==> src/rtl/sort_unpermute.sv <==
// sort_unpermute: restores original array order after a sort stage.
//
// Sorted words arrive one per input handshake, each tagged with its original
// index. Every word is written into a local buffer at its tag position. Once all
// N slots hold a word, the buffer is streamed out in index order 0..N-1. Input
// and output phases never overlap.
//
// Ports:
//   clk, rst                     rising-edge clock, synchronous active-high reset
//   in_valid/in_ready            input handshake
//   in_data, in_tag, in_last     sorted word, its original index, end-of-frame mark
//   out_valid/out_ready          output handshake
//   out_data, out_idx, out_last  word in original order, its index, final word
//   err_dup, err_range           one-cycle pulses: a beat was dropped
//   err_short                    one-cycle pulse: frame ended early and was discarded
module sort_unpermute #(
  parameter int N     = 6,
  parameter int WIDTH = 8,
  parameter int IDXW  = $clog2(N)
) (
  input  logic             clk,
  input  logic             rst,
  input  logic             in_valid,
  output logic             in_ready,
  input  logic [WIDTH-1:0] in_data,
  input  logic [IDXW-1:0]  in_tag,
  input  logic             in_last,
  output logic             out_valid,
  input  logic             out_ready,
  output logic [WIDTH-1:0] out_data,
  output logic [IDXW-1:0]  out_idx,
  output logic             out_last,
  output logic             err_dup,
  output logic             err_range,
  output logic             err_short
);

  // Storage spans the full tag space so any tag value indexes safely; slots at
  // or above N are never written because such tags are rejected first.
  localparam int DEPTH = 1 << IDXW;
  localparam logic [IDXW-1:0] LAST_IDX = IDXW'(N - 1);
  localparam logic [IDXW:0]   N_EXT    = (IDXW + 1)'(N);

  typedef enum logic {COLLECT, EMIT} state_e;

  state_e           state_q, state_d;
  logic [DEPTH-1:0] fill_q, fill_d;
  logic [IDXW-1:0]  rd_idx_q, rd_idx_d;
  logic [WIDTH-1:0] mem_q [DEPTH];
  logic [WIDTH-1:0] mem_d [DEPTH];
  logic             err_dup_q, err_dup_d;
  logic             err_range_q, err_range_d;
  logic             err_short_q, err_short_d;

  logic accept;
  logic tag_range_bad;
  logic tag_dup;
  logic frame_full;

  always_comb begin
    in_ready      = (state_q == COLLECT) && !rst;
    accept        = in_valid && in_ready;
    tag_range_bad = ({1'b0, in_tag} >= N_EXT);
    tag_dup       = !tag_range_bad && fill_q[in_tag];
  end

  always_comb begin
    state_d     = state_q;
    fill_d      = fill_q;
    rd_idx_d    = rd_idx_q;
    mem_d       = mem_q;
    err_dup_d   = 1'b0;
    err_range_d = 1'b0;
    err_short_d = 1'b0;
    frame_full  = 1'b0;

    case (state_q)
      COLLECT: begin
        if (accept) begin
          err_range_d = tag_range_bad;
          err_dup_d   = tag_dup;
          if (!tag_range_bad && !tag_dup) begin
            mem_d[in_tag]  = in_data;
            fill_d[in_tag] = 1'b1;
          end
          // Fullness includes the current beat, so a completing beat wins over
          // in_last; a dropped beat carrying in_last still discards the frame.
          frame_full = &fill_d[N-1:0];
          if (frame_full) begin
            state_d = EMIT;
          end else if (in_last) begin
            err_short_d = 1'b1;
            fill_d      = '0;
          end
        end
      end
      EMIT: begin
        if (out_ready) begin
          if (rd_idx_q == LAST_IDX) begin
            rd_idx_d = '0;
            fill_d   = '0;
            state_d  = COLLECT;
          end else begin
            rd_idx_d = rd_idx_q + 1'b1;
          end
        end
      end
      default: state_d = COLLECT;
    endcase
  end

  always_ff @(posedge clk) begin
    if (rst) begin
      state_q     <= COLLECT;
      fill_q      <= '0;
      rd_idx_q    <= '0;
      err_dup_q   <= 1'b0;
      err_range_q <= 1'b0;
      err_short_q <= 1'b0;
    end else begin
      state_q     <= state_d;
      fill_q      <= fill_d;
      rd_idx_q    <= rd_idx_d;
      err_dup_q   <= err_dup_d;
      err_range_q <= err_range_d;
      err_short_q <= err_short_d;
    end
  end

  // Buffer contents carry no reset; the fill bitmap alone decides validity.
  always_ff @(posedge clk) begin
    mem_q <= mem_d;
  end

  always_comb begin
    out_valid = (state_q == EMIT);
    out_data  = out_valid ? mem_q[rd_idx_q] : '0;
    out_idx   = out_valid ? rd_idx_q : '0;
    out_last  = out_valid && (rd_idx_q == LAST_IDX);
    err_dup   = err_dup_q;
    err_range = err_range_q;
    err_short = err_short_q;
  end

endmodule
==> config.mk <==
export PLATFORM = sky130hd
export DESIGN_NAME = sort_unpermute
export DESIGN_NICKNAME = d
export VERILOG_FILES = /design/src/rtl/sort_unpermute.sv
export SDC_FILE = /design/constraint.sdc
export NUM_CORES = 1
export LEC_CHECK = 0
export ABC_CLOCK_PERIOD_IN_PS = 6700
export BUFFER_PORTS_ARGS = -buffer_cell sky130_fd_sc_hd__buf_2
export CAP_MARGIN = 20
export CORE_MARGIN = 3
export CORE_UTILIZATION = 45
export CTS_CLUSTER_DIAMETER = 120
export DETAILED_ROUTE_END_ITERATION = 8
export GPL_TIMING_DRIVEN = 0
export SLEW_MARGIN = 20
export SYNTH_ARGS = -nofsm -noshare
export SYNTH_HDL_FRONTEND = slang
export SYNTH_SLANG_ARGS = --single-unit
export TNS_END_PERCENT = 30
==> constraint.sdc <==
create_clock -name clk -period 6.7 [get_ports clk]
set_input_delay 1.34 -clock clk [delete_from_list [all_inputs] [get_ports clk]]
set_output_delay 1.34 -clock clk [all_outputs]
set_load 0.05 [all_outputs]
# Word-level counts from Yosys, hierarchy flattened
# Index checks and enable logic that the tools add are counted.
[totals] reg_bits=79 inputBits=16 out_inout_bits=17 elab_cells=74
[classes] add_sub_neg=1 magnitude_cmp=6 n_eq_ne=4 muxes=28 n_bitwise=5 reduce_logical=16
[op_table] cell="$mux 8" n=12
[op_table] cell="$bwmux 64" n=1
[op_table] cell="$bmux 8 s3" n=1
[op_table] cell="$demux 8 s3" n=1
[op_table] cell="$pmux 8 s2" n=1
[op_table] cell="$ge 4x4->1 const B" n=2
[op_table] cell="$not 3->4" n=2
[op_table] cell="$or 8x8->8" n=1
[op_table] cell="$logic_and 1x1->1" n=7
[op_table] cell="$mux 1" n=7
[op_table] cell="$mux 3" n=2
[op_table] cell="$reduce_and 3->1" n=2
[op_table] cell="$reduce_and 6->1" n=1
[op_table] cell="$lt 3x4->1 const B" n=1
[op_table] cell="$lt 4x1->1 const B" n=1
[op_table] cell="$ne 2x2->1 const B" n=2
[op_table] cell="$reduce_or 4->1" n=1
[op_table] cell="$add 3x1->3 const B" n=1
[op_table] cell="$bmux 1 s3" n=1
[op_table] cell="$demux 1 s3" n=1
[op_table] cell="$eq 3x3->1 const B" n=1
[op_table] cell="$ge 3x1->1 const B" n=1
[op_table] cell="$ge 3x3->1 const B" n=1
[op_table] cell="$logic_not 1->1" n=3
[op_table] cell="other kinds (5)" n=6

# Longest topological paths before layout
# Gate-level depths: netlist of the first run.
[logic_depth] ltp_word=12 ltp_mapped=6

# Least setup slack after synthesis of the first run
# OpenSTA, ideal clock, no wires.
[synth_timing] kind="input to output" start="input port rst" end="output port in_ready" arrival_time_ns=2.224 required_time_ns=5.360 slack_ns=3.136 cell_stages=2 cell_sequence="clkbuf_1 > nor2_1"
[synth_via] elab_chain_len=2
[synth_rtl] element="start: declaration" line_no="22" text="input logic rst,"
[synth_rtl] element="$logic_not 1->1" line_no="61" text="in_ready = (state_q == COLLECT) && !rst;"
[synth_rtl] element="$logic_and 1x1->1" line_no="61"
[synth_rtl] element="end: declaration" line_no="24" text="output logic in_ready,"
# No other way between the ends.

# Worst setup path after layout of the first run
[layout_timing] start="input port in_tag[2]" end="register mem_q[29] in the netlist's numbering (enable)"
[layout_via] elab_chain_len=6 word_cells_on_any_way=8 classes_between="1 x order compare; 2 x mux; 5 x reduce/logical"
[layout_rtl] element="start: declaration" line_no="26" text="input logic [IDXW-1:0] in_tag,"
[layout_rtl] element="$bmux 1 s3 or $ge 3x3->1 (tied branches)" line_no="64, 63"
[layout_rtl] element="$mux 1 (not written as such) or $logic_not 1->1 (tied branches)" line_no="64, 82"
[layout_rtl] element="$logic_and 1x1->1" line_no="64" text="tag_dup = !tag_range_bad && fill_q[in_tag];"
[layout_rtl] element="$logic_not 1->1" line_no="82" text="if (!tag_range_bad && !tag_dup) begin"
[layout_rtl] element="$logic_and 1x1->1 *" line_no="82"
[layout_rtl] element="$reduce_and 3->1 (no line) *"
[layout_rtl] element="end signal: assignment" line_no="132" text="mem_q <= mem_d;"
[layout_rtl] element="end: declaration" line_no="49" text="logic [WIDTH-1:0] mem_q [DEPTH];"
# Every way passes the cells marked *; elsewhere a longest branch is shown, timed or not. The select of a mux whose other input is x is not followed.
# A chain may end at the register's enable or synchronous reset.

==> results.tsv, run 1 <==
metric	value	unit
status	finished clean	
tightest_slew	0.938	ns
track_usage	16.3	%
maxCapViolCount	0	
viasPerCell	5.26	
routed.top_layer	met4	
cts_tree	yes	
wl_met2	2970	um
clkPwrFrac	34.1	%
clock_path_buffers	2	
postSynthAreaPerCell	15.8	um^2
core.rowCount	30	
ctsResizeCount	0	
critPathLaunchType	input pin	
first_pass_iters	4	
post-route-min-period	3.49	ns
grt_pass1_vias	1911	
clockRootBuffer	clkbuf_8	
post_cts.repair.setup_buffers	0	
start_util	47.5	%
multi_input_area	1080	um^2
avgRoutedWirePerCell	17.0	um
cts_sinks	79	
finalPower	0.884	mW
place_inst	351	
yosysSeqAreaShare	67.3	%
vias	1932	
overflow	0	
wirelength	6230	um
final-hold-violation-count	0	
numPortBuffers	31	
p_per_area	232	nW/um^2
setup_slack	3.21	ns
antenna_found_initial	0	
die_w	91.7	um
die_h	91.7	um
synth_enable_flop_cells	64	
slew_violations	0	
yosysUniqueCellTypes	50	
synth_top_area_share	58.2	%
drt_iter0_markers	139	
ff_latch_area	2220	um^2
die-area	8400	um^2
nets	282	
syn-instance-count	209	
hpwlAfterDp	4190	um
drc	0	
drive_above_1_share	28.0	%
clock_latency	0.34	ns
gp_congestion	0.789	
met1_length	2840	um
yosys.area.top_type	edfxtp_1	
fin_crit_sh	52.1	%
netlist_area	3300	um^2
cp_max_fo	10	
synthArstFlopShare	0	%
numCtsBuffers	9	
fin_cells	367	
final.setup_skew	0.00707	ns
h-tree-depth	3	
cp-end-kind	flop	
synth_area_leaders	edfxtp_1 (58%), mux4_2 (11%), dfxtp_1 (9.1%)	
comb_power_share	4.1	%
post-place-ws	2.79	ns
slew_headroom	37.2	%
grt_max_degree	15	
grt_pass1_wl	10200	um
hold_buffers	0	
cp.required	6.67	ns
setup_viol	0	
setup_tns	0	ns
clk_pin_slew_worst_paths	0.08	ns
n_fill_cell	579	
power_switching	0.195	mW
max_freq	0.287	GHz
wl_met3	351	um
worstPathArrival	3.46	ns
leakage	1.30	nW
hold_class	flop to flop	
synth_ff_type	edfxtp_1	
p_int	0.688	mW
final_antenna_net_count	0	
ir_worst_vdd	0.158	mV
diodes	0	
critical_path_class	input pin to flop	
ios	33	
synth_seq_cells	79	
power_frac_seq	61.8	%
rsz0062_at_grt	false	
core-area	6940	um^2
swShare	22.1	%
syn2layout_area_growth	15.5	%
yosysWarnings	0	
-- power groups by stage --
stage	Sequential, mW	Clock (mW)	Combinational [mW]
2_1_floorplan	0.558	0	0.0189
3_3_place_gp	0.557	0	0.0355
6_report	0.546	0.301	0.0361
5_1_grt	0.547	0.333	0.0405
3_5_place_dp	0.558	0	0.0362
4_1_cts	0.546	0.311	0.0363
-- state kept, by name, indices dropped and copies added (netlist names) --
register and cells:
err_dup 1, err_range 1, err_short 1, fill_q 8, mem_q 64, out_valid 1, rd_idx_q 3
-- cell usage in the layout (no fill, tap or decap), types with 2 or more instances in the layout --
cell type and count:
conb_1 16, nor2_1 16, nor3_2 2, nor2b_1 2
mux2i_1 8, nor3_1 2, edfxtp_1 64, o211ai_1 2
buf_1 4, a31oi_1 4, nand4b_1 2, clkinv_1 3
and2_1 4, inv_1 2, dfxtp_1 15, a21boi_1 2
mux2_2 2, clkbuf_8 9, a21oi_1 5, and3_1 2
nand2_1 11, a211o_1 2, nor3b_2 2, nand4_1 2
mux4_2 16, clkbuf_1 3, clkinvlp_4 3, nand3_1 4
buf_2 36
-- cells in the mapped netlist (2+ instances only) --
library cell   n
a31oi_1        4
inv_1          2
o211ai_1       2
nor3b_2        2
nand2_1       11
buf_1          4
mux2_2         2
nor2b_1        2
a21oi_1        5
and3_1         2
nand4_1        2
buf_2          5
nand4b_1       2
edfxtp_1      64
and2_1         4
mux4_2        16
nor3_1         4
clkbuf_1       3
nor2_1        16
nand3_1        4
a21boi_1       2
a211o_1        2
mux2i_1        8
dfxtp_1       15
-- critical path: stages --
cell,delay (ns)
buf_2,0.12
clkbuf_1,0.20
and2b_1,0.24
a222oi_1,0.59
nand3_2,0.19
nor3b_2,0.79
-- path summary, 6_finish.rpt --
path	depth (start not counted)	slack, ns	startpoint	endpoint
worst max-delay path	6	3.21	in_tag[2]	mem_q[29]
worst max register to register	5	4.01	fill_q[5]	mem_q[29]
worst min register to register	1	0.47	fill_q[6]	fill_q[6]
worst min-delay path	1	0.47	fill_q[6]	fill_q[6]
-- stage by stage --
stage,utilization [%],hold WS [ns],cell area (um^2)
final,54.9,0.472,3810
after global routing,54.9,0.489,3810
after CTS,54.9,0.473,3810
after detailed placement,52.5,0.461,3640
after global placement,52.3,0.462,3630
after floorplan,-,0.447,3360
-- area by class of cell --
type,instances,share of cell area (%)
multi-input combinational,129,28.3
clock inverter,7,1.25
inverter,3,0.295
timing repair buffer,31,4.07
tap,96,3.15
buffer,13,1.48
sequential,79,58.2
clock buffer,9,3.25
-- metal layers --
layer	up-vias	GRT usage, %
met1	947	22.9
li1	924	-
met5	-	0
met2	55	24.3
met3	6	4.92
met4	0	5.40
-- cells by family after synthesis --
group,Yosys count,synth area share [%]
xor gates and xnor gates,1,0.265
other,1,0.114
DFF,79,67.3
AOI/OAI and AO/OA,27,5.91
muxes,28,14.8
and+or+nand+nor,57,9.55
buffers and inverters,16,2.05
Note: power is estimated with default switching activity, not from simulation.
==> run 2: changes to the inputs <==
ABC_AREA = 1   (was not set)
ABC_CLOCK_PERIOD_IN_PS = 2900   (was 6700)
PLACE_DENSITY = 0.66   (was not set)
clock period = 2.9 ns   (was 6.7 ns; I/O delays follow)
==> run 2 against run 1 <==
Clock-buffer cell count up 1. Flip-flop and latch count did not move. Critical path type is now flop to output port. Clock skew is 0.0010 ns lower.
==> results.tsv, run 2 <==
metric	value	unit
status	finished clean	
post_cts.repair.setup_buffers	0	
hold_class	flop to flop	
synth_area_leaders	edfxtp_1 (59%), dfxtp_1 (9.2%), nand2_1 (4.8%)	
leakage	1.47	nW
netlist_area	3270	um^2
nets	365	
core-area	6910	um^2
post-route-min-period	2.70	ns
synth_seq_cells	79	
cp_cell_sequence	buf_6, inv_2, clkbuf_1, o21ai_0, o2111ai_1, o211a_1, buf_2	
maxCapViolCount	0	
yosys.area.top_type	edfxtp_1	
track_usage	17.6	%
setup_viol	0	
final_antenna_net_count	0	
hold_buffers	0	
drc	0	
wl_met2	3280	um
viasPerCell	5.10	
clock_latency	0.34	ns
numCtsBuffers	9	
slowest_stage	clkbuf_1	
cts_sinks	79	
cpLargestDelayFamily	buffers and inverters	
drt_iter0_markers	151	
slew_headroom	33.2	%
multi_input_area	950	um^2
tightest_slew	0.999	ns
antenna_found_initial	0	
postSynthAreaPerCell	11.2	um^2
synth_top_area_share	58.8	%
hold_ws	0.441	ns
drive_above_1_share	15.8	%
core.rowCount	30	
postLayoutCoreUtil	55.1	%
ios	33	
gp_congestion	0.917	
die-area	8320	um^2
avgRoutedWirePerCell	15.3	um
final-hold-violation-count	0	
n_fill_cell	628	
h-tree-depth	3	
clk_pin_slew_worst_paths	0.07	ns
syn-instance-count	292	
vias	2297	
largest_reg_flops	64	
grt_pass1_vias	2187	
numPortBuffers	31	
rsz0062_at_grt	false	
worstPathArrival	2.12	ns
setup_tns	0	ns
cp_max_fo	10	
die_w	91.2	um
first_pass_iters	4	
mostFrequentLayoutCells	edfxtp_1 (64), nand2_1 (42), nor2_1 (42), buf_2 (37), nand3_1 (30)	
clock_path_buffers	2	
hpwlAfterDp	4470	um
crit_buf_inv	4	
fin_crit_sh	93.2	%
top_regs	mem_q: 64 flops, fill_q: 8 flops, rd_idx_q: 3 flops	
grt_pass1_wl	11200	um
synth_ff_type	edfxtp_1	
met1_length	2990	um
ctsResizeCount	0	
yosysMostFrequentCell	edfxtp_1	
regMostFlops	mem_q	
clockRootBuffer	clkbuf_8	
cts_tree	yes	
p_per_area	573	nW/um^2
wirelength	6870	um
cp-end-kind	output port	
start_util	47.3	%
wl_met3	546	um
slew_violations	0	
max_freq	0.370	GHz
cp.required	2.32	ns
critical_path.max_stage_delay	0.38	ns
syn2layout_area_growth	16.3	%
critical_path_class	flop to output port	
diodes	0	
setup_slack	0.198	ns
routed.top_layer	met4	
die_h	91.2	um
critPathLaunchType	flop	
layout_commonest_cell	edfxtp_1	
overflow	0	
grt_max_degree	13	
ir_worst_vdd	0.262	mV
ff_latch_area	2220	um^2
synthArstFlopShare	0	%
final.setup_skew	0.00604	ns
synth_enable_flop_cells	64	
post-place-ws	0.268	ns
yosysWarnings	0	
yosysSeqAreaShare	68.0	%
yosys-top-cells-count	edfxtp_1 (64), nand2_1 (42), nor2_1 (42)	
yosysUniqueCellTypes	28	
==> run 2: cell types whose count changed in the layout (fill, tap and decap cells not counted), moves of 11 or more <==
cell / change
nor2_1: +26
nand3_1: +26
o21ai_0: +19
mux4_2: -16
inv_1: +17
nand2_1: +31
o22ai_1: +11
==> run 2: where the power goes <==
part	internal (mW)	total [mW]	switching, mW
Sequential	1.25	1.26	0.00594
Combinational	0.0225	0.0804	0.0579
Clock	0.474	0.840	0.366
==> run 2: cell families after synthesis <==
logic type | share of synthesized area (%)
mux | 2.76
simple gates | 14.6
other cells | 0.115
compound gates | 9.87
buf+inv | 4.71
flops | 68.0
==> run 2: final timing paths <==
check	start	endpoint	slack (ns)	depth (start not counted)
setup reg to reg	out_valid	mem_q[21]	0.72	5
hold / removal	fill_q[6]	fill_q[6]	0.44	2
hold reg to reg	fill_q[6]	fill_q[6]	0.44	2
setup / recovery	rd_idx_q[1]	out_data[0]	0.20	7
==> run 2: per-layer routing <==
metal | global-route usage, % | up-vias
met3 | 3.31 | 5
met1 | 23.3 | 1070
li1 | - | 1131
met5 | 0 | -
met2 | 28.3 | 91
met4 | 7.91 | 0
==> run 2: layout make-up <==
cell class / instances / share of cell area, %
Buffer: 13 / 1.87
Clock buffer: 10 / 3.36
Clock inverter: 6 / 1.97
Inverter: 22 / 2.17
Multi-Input combinational cell: 193 / 25.0
Sequential cell: 79 / 58.4
Tap cell: 96 / 3.16
Timing Repair Buffer: 31 / 4.08
==> run 2: worst reg2reg max path: stages (launching register included) <==
cell and delay, ns:
dfxtp_1 0.35, nor2_1 0.14, nand2_1 0.16, inv_1 0.17, nand3_1 0.17, nor2_1 0.79
==> run 2: per-stage QoR <==
step	power (mW)	cells	area (um^2)
after floorplan	1.33	307	3330
after global placement	1.36	434	3600
after detailed placement	1.36	434	3600
after CTS	2.19	450	3800
after global routing	2.26	450	3800
final	2.18	450	3800
